### config.mk
export PLATFORM = sky130hd
export DESIGN_NAME = volume_history_flat
export DESIGN_NICKNAME = d
export VERILOG_FILES = /design/src/rtl/audio_vis_pkg.sv /design/src/rtl/volume_history_if.sv /design/src/rtl/window_peak_detector.sv /design/src/rtl/volume_history.sv /design/src/flat_wrapper.sv
export SDC_FILE = /design/constraint.sdc
export NUM_CORES = 1
export LEC_CHECK = 0
export ABC_AREA = 1
export BUFFER_PORTS_ARGS = -buffer_cell sky130_fd_sc_hd__buf_4
export CAP_MARGIN = 30
export CORE_UTILIZATION = 28
export DETAILED_ROUTE_END_ITERATION = 6
export PLACE_DENSITY = 0.57
export SYNTH_ARGS = -nofsm -noshare
export SYNTH_HDL_FRONTEND = slang
export SYNTH_SLANG_ARGS = --single-unit
### constraint.sdc
create_clock -name clk -period 4.98 [get_ports clk]
set_input_delay 1.245 -clock clk [delete_from_list [all_inputs] [get_ports clk]]
set_output_delay 1.245 -clock clk [all_outputs]
set_load 0.05 [all_outputs]
### src/rtl/audio_vis_pkg.sv
// Constants and helpers shared by the volume history block and the bar renderer.
package audio_vis_pkg;

    localparam int SAMPLE_W    = 12;
    localparam int MAG_W       = 11;
    localparam int NUM_BARS    = 16;
    localparam int LEVEL_W     = 5;
    localparam int MAX_LEVEL   = 16;
    localparam int DC_OFFSET   = 2048;
    localparam int LEVEL_SHIFT = 7;

    localparam logic [SAMPLE_W-1:0] DC_CODE  = 12'd2048;
    localparam logic [SAMPLE_W-1:0] MAG_MAX  = 12'd2047;
    localparam logic [MAG_W:0]      LEVEL_RND = 12'd64;

    typedef logic [LEVEL_W-1:0] level_t;

    // Distance from mid-scale; code 0 is one step further than full positive swing, so clamp it.
    function automatic logic [MAG_W-1:0] sample_mag(input logic [SAMPLE_W-1:0] code);
        logic [SAMPLE_W-1:0] diff;
        if (code >= DC_CODE) begin
            diff = code - DC_CODE;
        end else begin
            diff = DC_CODE - code;
        end
        if (diff > MAG_MAX) begin
            diff = MAG_MAX;
        end else begin
            diff = diff;
        end
        return diff[MAG_W-1:0];
    endfunction

    function automatic level_t peak_to_level(input logic [MAG_W-1:0] pk);
        logic [MAG_W:0] sum;
        sum = {1'b0, pk} + LEVEL_RND;
        return sum[MAG_W:LEVEL_SHIFT];
    endfunction

endpackage

### src/rtl/volume_history_if.sv
// Sample stream in, bar heights and levels out.
interface volume_history_if;
    import audio_vis_pkg::*;

    logic                sample_valid;
    logic [SAMPLE_W-1:0] sample;
    logic                freeze;
    level_t              volume [NUM_BARS];
    level_t              cur_level;
    level_t              hold_level;
    logic                level_valid;

    modport master (
        output sample_valid, sample, freeze,
        input  volume, cur_level, hold_level, level_valid
    );

    modport slave (
        input  sample_valid, sample, freeze,
        output volume, cur_level, hold_level, level_valid
    );

endinterface

### src/rtl/window_peak_detector.sv
// Tracks peak magnitude over WINDOW samples. The close strobe and level are combinational
// so the parent can register every output on the same edge that takes the last sample.
module window_peak_detector
    import audio_vis_pkg::*;
#(
    parameter int WINDOW = 2000
) (
    input  logic                clk,
    input  logic                rst_n,
    input  logic                sample_valid,
    input  logic [SAMPLE_W-1:0] sample,
    output logic                win_close,
    output level_t              win_level
);

    localparam int CNT_W = (WINDOW > 2) ? $clog2(WINDOW) : 1;
    localparam logic [CNT_W-1:0] LAST_COUNT = CNT_W'(WINDOW - 1);

    logic [CNT_W-1:0] count_r;
    logic [MAG_W-1:0] peak_r;
    logic [MAG_W-1:0] mag_s;
    logic [MAG_W-1:0] pk_s;

    // Peak including the current sample, and the level it would produce if the window closed now.
    always_comb begin
        mag_s     = sample_mag(sample);
        pk_s      = (mag_s > peak_r) ? mag_s : peak_r;
        win_close = sample_valid && (count_r == LAST_COUNT);
        win_level = peak_to_level(pk_s);
    end

    // Sample counter and running peak; both restart after the closing sample.
    always_ff @(posedge clk or negedge rst_n) begin
        if (!rst_n) begin
            count_r <= {CNT_W{1'b0}};
            peak_r  <= {MAG_W{1'b0}};
        end else if (sample_valid) begin
            if (count_r == LAST_COUNT) begin
                count_r <= {CNT_W{1'b0}};
                peak_r  <= {MAG_W{1'b0}};
            end else begin
                count_r <= count_r + 1'b1;
                peak_r  <= pk_s;
            end
        end else begin
            count_r <= count_r;
            peak_r  <= peak_r;
        end
    end

endmodule

### src/rtl/volume_history.sv
// Scrolling volume history for the Speak/Release display: windowed peak level,
// 16-deep bar history and a peak-hold level with timed decay.
module volume_history
    import audio_vis_pkg::*;
#(
    parameter int WINDOW       = 2000,
    parameter int HOLD_WINDOWS = 5
) (
    input  logic             clk,
    input  logic             rst_n,
    volume_history_if.slave  bus
);

    localparam int TIMER_W = (HOLD_WINDOWS > 2) ? $clog2(HOLD_WINDOWS) : 1;
    localparam logic [TIMER_W-1:0] LAST_HOLD = TIMER_W'(HOLD_WINDOWS - 1);

    logic               win_close_s;
    level_t             win_level_s;
    level_t             history_r [NUM_BARS];
    level_t             cur_level_r;
    level_t             hold_level_r;
    logic               level_valid_r;
    logic [TIMER_W-1:0] hold_timer_r;
    level_t             hold_next_s;
    logic [TIMER_W-1:0] timer_next_s;

    window_peak_detector #(
        .WINDOW (WINDOW)
    ) u_peak (
        .clk          (clk),
        .rst_n        (rst_n),
        .sample_valid (bus.sample_valid),
        .sample       (bus.sample),
        .win_close    (win_close_s),
        .win_level    (win_level_s)
    );

    // Peak hold: a new level at or above the hold refreshes it; otherwise decay one step
    // every HOLD_WINDOWS quiet windows. A hold of 0 always refreshes, so the floor is implicit.
    always_comb begin
        hold_next_s  = hold_level_r;
        timer_next_s = hold_timer_r;
        if (win_close_s) begin
            if (win_level_s >= hold_level_r) begin
                hold_next_s  = win_level_s;
                timer_next_s = {TIMER_W{1'b0}};
            end else if (hold_timer_r == LAST_HOLD) begin
                hold_next_s  = (hold_level_r == 5'd0) ? 5'd0 : hold_level_r - 5'd1;
                timer_next_s = {TIMER_W{1'b0}};
            end else begin
                timer_next_s = hold_timer_r + 1'b1;
            end
        end else begin
            hold_next_s  = hold_level_r;
            timer_next_s = hold_timer_r;
        end
    end

    // Level, pulse and hold registers.
    always_ff @(posedge clk or negedge rst_n) begin
        if (!rst_n) begin
            cur_level_r   <= 5'd0;
            level_valid_r <= 1'b0;
            hold_level_r  <= 5'd0;
            hold_timer_r  <= {TIMER_W{1'b0}};
        end else begin
            level_valid_r <= win_close_s;
            hold_level_r  <= hold_next_s;
            hold_timer_r  <= timer_next_s;
            if (win_close_s) begin
                cur_level_r <= win_level_s;
            end else begin
                cur_level_r <= cur_level_r;
            end
        end
    end

    // History shifts toward index 0; freeze only pauses the display, not the measurement.
    always_ff @(posedge clk or negedge rst_n) begin
        if (!rst_n) begin
            for (int i = 0; i < NUM_BARS; i++) begin
                history_r[i] <= 5'd0;
            end
        end else if (win_close_s && !bus.freeze) begin
            for (int i = 0; i < NUM_BARS - 1; i++) begin
                history_r[i] <= history_r[i+1];
            end
            history_r[NUM_BARS-1] <= win_level_s;
        end else begin
            for (int i = 0; i < NUM_BARS; i++) begin
                history_r[i] <= history_r[i];
            end
        end
    end

    assign bus.volume      = history_r;
    assign bus.cur_level   = cur_level_r;
    assign bus.hold_level  = hold_level_r;
    assign bus.level_valid = level_valid_r;

endmodule

### src/flat_wrapper.sv
// flat-port wrapper written by rule: the top's interface ports become plain ports
module volume_history_flat import audio_vis_pkg::*;
#(
    parameter int WINDOW       = 2000,
    parameter int HOLD_WINDOWS = 5
)
  (clk, rst_n, bus_sample_valid, bus_sample, bus_freeze, bus_volume, bus_cur_level, bus_hold_level, bus_level_valid);
  volume_history_if bus_i ();
  input  logic clk;
  input  logic rst_n;
  input wire logic [$bits(bus_i.sample_valid)-1:0] bus_sample_valid;
  input wire logic [$bits(bus_i.sample)-1:0] bus_sample;
  input wire logic [$bits(bus_i.freeze)-1:0] bus_freeze;
  output wire logic [$bits(bus_i.volume)-1:0] bus_volume;
  output wire logic [$bits(bus_i.cur_level)-1:0] bus_cur_level;
  output wire logic [$bits(bus_i.hold_level)-1:0] bus_hold_level;
  output wire logic [$bits(bus_i.level_valid)-1:0] bus_level_valid;
  assign bus_i.sample_valid = bus_sample_valid;
  assign bus_i.sample = bus_sample;
  assign bus_i.freeze = bus_freeze;
  assign bus_volume = {>>{bus_i.volume}};
  assign bus_cur_level = bus_i.cur_level;
  assign bus_hold_level = bus_i.hold_level;
  assign bus_level_valid = bus_i.level_valid;
  volume_history #(.WINDOW(WINDOW), .HOLD_WINDOWS(HOLD_WINDOWS)) u_core (.clk(clk), .rst_n(rst_n), .bus(bus_i));
endmodule
== After elaboration in Yosys (flattened, before gate mapping) ==
Index checks and enable logic that the tools add are counted.

* Bits of input ports: 16
* Bits in read-only memories: 0
* Register bits: 116
* Word-level logic and storage cells: 50
* Output and inout bits: 91
* Memories: 0
* Bits in latches: 0
* Memory bits (writable): 0

* Multiply operators: 0
* Mux-type cells: 10
* Bitwise logic cells: 0
* Eq/ne operators: 2
* Divide/modulo/power cells: 0
* $add $sub $neg: 6
* Reduce and logical (&&, ||, !) cells: 6
* Shifts and indexed selects: 0
* Order comparisons: 4

{| class="wikitable"
|+ Operators with widths
! cell !! number
|-
| $mux 11 || 4
|-
| $mux 5 || 3
|-
| $add 11x7->12 const B || 1
|-
| $ge 12x12->1 const B || 1
|-
| $gt 12x11->1 const B || 1
|-
| $mux 12 || 1
|-
| $sub 12x12->12 const A || 1
|-
| $sub 12x12->12 const B || 1
|-
| $add 11x1->11 const B || 1
|-
| $eq 11x11->1 const B || 1
|-
| $gt 11x11->1 || 1
|-
| $mux 3 || 2
|-
| $ge 5x5->1 || 1
|-
| $logic_not 5->1 || 1
|-
| $sub 5x1->5 const B || 1
|-
| $add 3x1->3 const B || 1
|-
| $eq 3x3->1 const B || 1
|-
| $logic_and 1x1->1 || 2
|-
| $reduce_and 2->1 || 1
|-
| $reduce_bool 2->1 || 1
|-
| $logic_not 1->1 || 1
|}

== Depth between registers and ports, before layout ==
* Word-level depth: 10
* Gate-level depth with buffers: 34
* Mapped depth without buffers: 34

== By module ==
A second synthesis with hierarchy kept.

* Cell total of the unflattened synthesis: 578
* Area total of the unflattened synthesis: 5730.5 um^2

{| class="wikitable"
|+ Modules (own cells, without submodules)
! module !! area an instance (um^2) !! sequential area each (um^2) !! cells an instance !! times used
|-
| volume_history || 3847.4 || 2352.3 || 301 || 1
|-
| window_peak_detector || 1883.1 || 550.5 || 277 || 1
|}

== Least setup slack after synthesis ==
No wires, ideal clock.

* Kind: input to register
* From: input port bus_sample[0]
* To: register u_core.hold_level_r[2], in the netlist u_core.bus.hold_level[2]
* Setup slack: 0.237 ns
* Data required time: 4.862 ns
* Stages: 30
* Arrival: 4.625 ns
* Path buffers: 1
* Cell sequence: inv_1 ha_1 nand2_1 nor2_1 nand2_1 nand3b_1 nand3_1 ha_1 nand2_1 inv_1 nand2_2 inv_1 nand2_1 nand3_4 nand2_4 buf_6 nand2_1 nand2_1 ha_1 nand3_1 nand2_1 nand2_1 ha_1 nand2_1 o21a_1 nand3_2 o21ai_0 a21oi_1 nand2_1 nand2_1

* Word-level cells in the longest chain between the ends: 10
* Elaborated cells on any way between the ends: 13
* Those cells by class: add/sub (3); order compare (4); mux (4); reduce/logical (2)

{| class="wikitable"
|+ RTL lines
! element !! RTL line !! source
|-
| from (decl) || flat_wrapper.sv:12 || <nowiki>input wire logic [$bits(bus_i.sample)-1:0] bus_sample;</nowiki>
|-
| $sub 12x12->12, or another cell as far along || audio_vis_pkg.sv:24 || <nowiki>diff = DC_CODE - code;</nowiki>
|-
| $mux 12 * || audio_vis_pkg.sv:21 || <nowiki>if (code >= DC_CODE) begin</nowiki>
|-
| $gt 12x11->1 || audio_vis_pkg.sv:26 || <nowiki>if (diff > MAG_MAX) begin</nowiki>
|-
| $mux 11 * || audio_vis_pkg.sv:26 ||
|-
| $gt 11x11->1 || window_peak_detector.sv:27 || <nowiki>pk_s = (mag_s > peak_r) ? mag_s : peak_r;</nowiki>
|-
| $mux 11 * || window_peak_detector.sv:27 ||
|-
| $add 11x7->12 * || audio_vis_pkg.sv:36 || <nowiki>sum = {1'b0, pk} + LEVEL_RND;</nowiki>
|-
| named net u_core.u_peak.win_level[3] || window_peak_detector.sv:13 || <nowiki>output level_t win_level</nowiki>
|-
| $ge 5x5->1 * || volume_history.sv:44 || <nowiki>if (win_level_s >= hold_level_r) begin</nowiki>
|-
| $reduce_bool 2->1 (no line) || -- ||
|-
| $reduce_and 2->1 (no line) || -- ||
|-
| to (signal assigned) || volume_history.sv:68 || <nowiki>hold_level_r <= hold_next_s;</nowiki>
|-
| to (decl) || volume_history.sv:21 || <nowiki>level_t hold_level_r;</nowiki>
|}

The timed path passes the listed nets; every way through them passes the cells marked *.
A chain may end at the register's enable or synchronous reset.

== Final worst setup path ==
* From: input port bus_sample[0]
* To: register u_core.hold_level_r[1], in the netlist u_core.bus.hold_level[1]

The elaborated chain is that of the path after synthesis.

==> impl_results.md <==
- Outcome: complete, no violations
- PnR worst setup slack: 424 ps
- Share of the synthesized area in the top cell type: 0.507
- Area of the multi-input gates: about 2300 µm²
- Fin Setup TNS: 0 ps
- Setup repair bufs after CTS: 0
- Crit path required time: 5320 ps
- Total number of vias: ~4800
- RSZ-0062 raised after global routing: no
- WS Path Type: in2reg
- Largest net degree at the start of global routing: 71
- Clock slew at reported path FFs: around 60 ps
- DP HPWL: between 10000 and 15000 µm
- First-pass GRT wire length: approximately 24000 µm
- Die boundary height: ~140 µm
- Final min period: around 4600 ps
- Post-CTS Resized: 0
- Total track usage: 0.145
- Top routing layer used: met4
- CTS tree: yes
- FF+latch area: approximately 2900 µm²
- GRT overflow: 0
- Synth area leader: dfrtp_1
- Area Overhead vs Synth: 31.5%
- Mapped Nets: roughly 730
- CTS H-tree lvls: 4
- Die W: 145 µm
- Vias in the first global route: around 4800
- Metal3 WL: 715 µm
- Final ANT Viol Nets: 0
- Number of synthesized flops with an enable pin: 0
- Reg2reg path depth: 23
- Die Area: around 21000 µm²
- Sequential area share after synthesis: 0.507
- Slew Limit Fails: 0
- Synth Register Bits: 116
- Skew-Pair Late Insertion Delay: about 420 ps
- Cell Area, Synth: between 5000 and 6000 µm²
- Final WL: about 14000 µm
- Final Hold Vio Count: 0
- PD cells: 470 nW/µm²
- Post-synth cell types: 37
- Worst Skew: approximately 6.8 ps
- WP data arrival: a little under 5000 ps
- Antenna diodes: 0
- Crit path max fanout: 7
- Clock sinks: approximately 120
- Starting Density: 0.290
- Worst setup EP type: flip-flop
- Syn avg cell area: approximately 8.3 µm²
- Routed vias/inst: approximately 4.4
- Slowest Stage Delay on Critical Path: about 300 ps
- Hold path depth: 2
- Mapped Cells: 690
- Hold buffer count at cts: 0
- CP startpoint kind: primary input
- Worst Tran Pin Value: a little over 900 ps
- Synthesis Warnings: 0
- DRC: 0
- Met2 WL: 6300 µm
- Final nets: around 850
- Row Count: 51
- Initial antenna violation count: 0
- Final Power: approximately 3.5 mW
- Total CTS buffers: 17
- Max-slew headroom: 0.375
- Max VDD drop: 0.296 mV
- Final core utilization: 0.382
- Max Clk Rate: approximately 220 MHz
- Leakage: between 3 and 4 nW
- Top_reg_cell synth: dfrtp_1
- WL met1: ~7000 µm
- DR iter-0 viols: 260
- Setup violators final: 0
- RePlAce Congestion: approximately 0.83
- Crit path top cell by count: nand2_1
- Fillers: approximately 2000
- Pre-CTS setup slack: -25.0 ps
- Layout cells sized above 1: 0.235
- Ports: about 110
- Hold WC Path Type: reg2reg
- Clock Path Buffers: 2
- Root Driver: clkbuf_16
- CP max stage cell: ha_1
- Top cells by area, synth: dfrtp_1 (51%), nand2_1 (12%), inv_1 (6.9%), ha_1 (4.8%), o21ai_0 (4.5%)
- Port bufs: around 110
- Max Cap Viol: 0
- Pre-antenna DRT Iters: 5
- Ys async rst share: 1.00
- Final hold slack: around 480 ps
- Fin crit share: 0.915
- Core region area: about 20000 µm²
- Mean routed wirelength per cell: 13.1 µm
## through the flow
step | instance area [µm²] | instances
6_report | 7530 | 1089
3_5_place_dp | 6860 | 1057
4_1_cts | 7520 | 1089
5_1_grt | 7530 | 1089
2_1_floorplan | 5720 | 690
3_3_place_gp | 6860 | 1057
## sequential cells by signal (all words and copies together) (netlist names)
name                    flops
u_core.bus.volume          80
u_core.u_peak.peak_r       11
u_core.u_peak.count_r      11
u_core.bus.cur_level        5
u_core.bus.hold_level       5
u_core.bus.level_valid      1
u_core.hold_timer_r         3
## worst max-delay path: cells and delay by family
kind            cells  cell delay [ps]
fa+ha+maj           4             1030
buf+inv             5              500
compound gates      3              500
simple gates       19             1630
## metal layers
metal,vias up,GRT usage
met5,-,0
met4,0,0.0596
met3,18,0.0371
met2,119,0.219
met1,2248,0.196
li1,2454,-
## worst paths after layout
path | from | end | slack, ps
worst max-delay path | bus_sample[0] | u_core.bus.hold_level[1] | 420
worst min-delay path | u_core.bus.volume[76] | u_core.bus.volume[76] | 480
worst max register to register | u_core.u_peak.peak_r[6] | u_core.bus.hold_level[1] | 1710
worst min register to register | u_core.bus.volume[76] | u_core.bus.volume[76] | 480
max in group asynchronous | rst_n | u_core.u_peak.peak_r[7] | 3230
min in group asynchronous | rst_n | u_core.bus.volume[59] | 830
## cells in the final DEF (no fill, tap or decap), drive strengths merged
master | netlist | layout
a31oi | 1 | 1
nor4 | 3 | 3
nand4 | 7 | 7
nand2 | 204 | 204
o21ai | 97 | 97
a21oi | 16 | 16
nand3 | 30 | 30
o21a | 1 | 1
a22oi | 1 | 1
clkbuf | 10 | 19
nor2 | 39 | 39
dfrtp | 116 | 116
nand3b | 3 | 3
xnor2 | 1 | 1
inv | 108 | 112
ha | 22 | 22
o22ai | 9 | 9
nor3 | 5 | 5
buf | 10 | 122
bufinv | 0 | 5
clkinv | 0 | 4
or2 | 2 | 2
xor2 | 5 | 5
## logic make-up after synthesis
logic type      share of synthesized area
compound gates                      0.116
simple gates                        0.229
fa+ha+maj                          0.0481
flops                               0.507
xor+xnor                          0.00918
buf+inv                            0.0907
## report_power, final
part / total, mW / switching, mW / internal (mW)
combinational: 1.07 / 0.686 / 0.385
sequential: 1.09 / 0.0590 / 1.03
clock: 1.38 / 0.466 / 0.910
total: 3.54 / 1.21 / 2.33
## cell usage after synthesis, drive strengths merged, types with 5 or more instances
library cell / number
o21ai: 97
nor3: 5
dfrtp: 116
nor2: 39
ha: 22
a21oi: 16
nand4: 7
xor2: 5
nand2: 204
clkbuf: 10
buf: 10
nand3: 30
o22ai: 9
inv: 108
## final cells by class
| class | instances | share of cell area |
|---|---|---|
| Inverter | 108 | 0.0539 |
| Clock inverter | 13 | 0.0293 |
| Clock buffer | 19 | 0.0588 |
| Sequential cell | 116 | 0.386 |
| Multi-Input combinational cell | 446 | 0.307 |
| Tap cell | 265 | 0.0440 |
| Timing Repair Buffer | 122 | 0.122 |
Note: power is estimated with default switching activity, not from simulation.
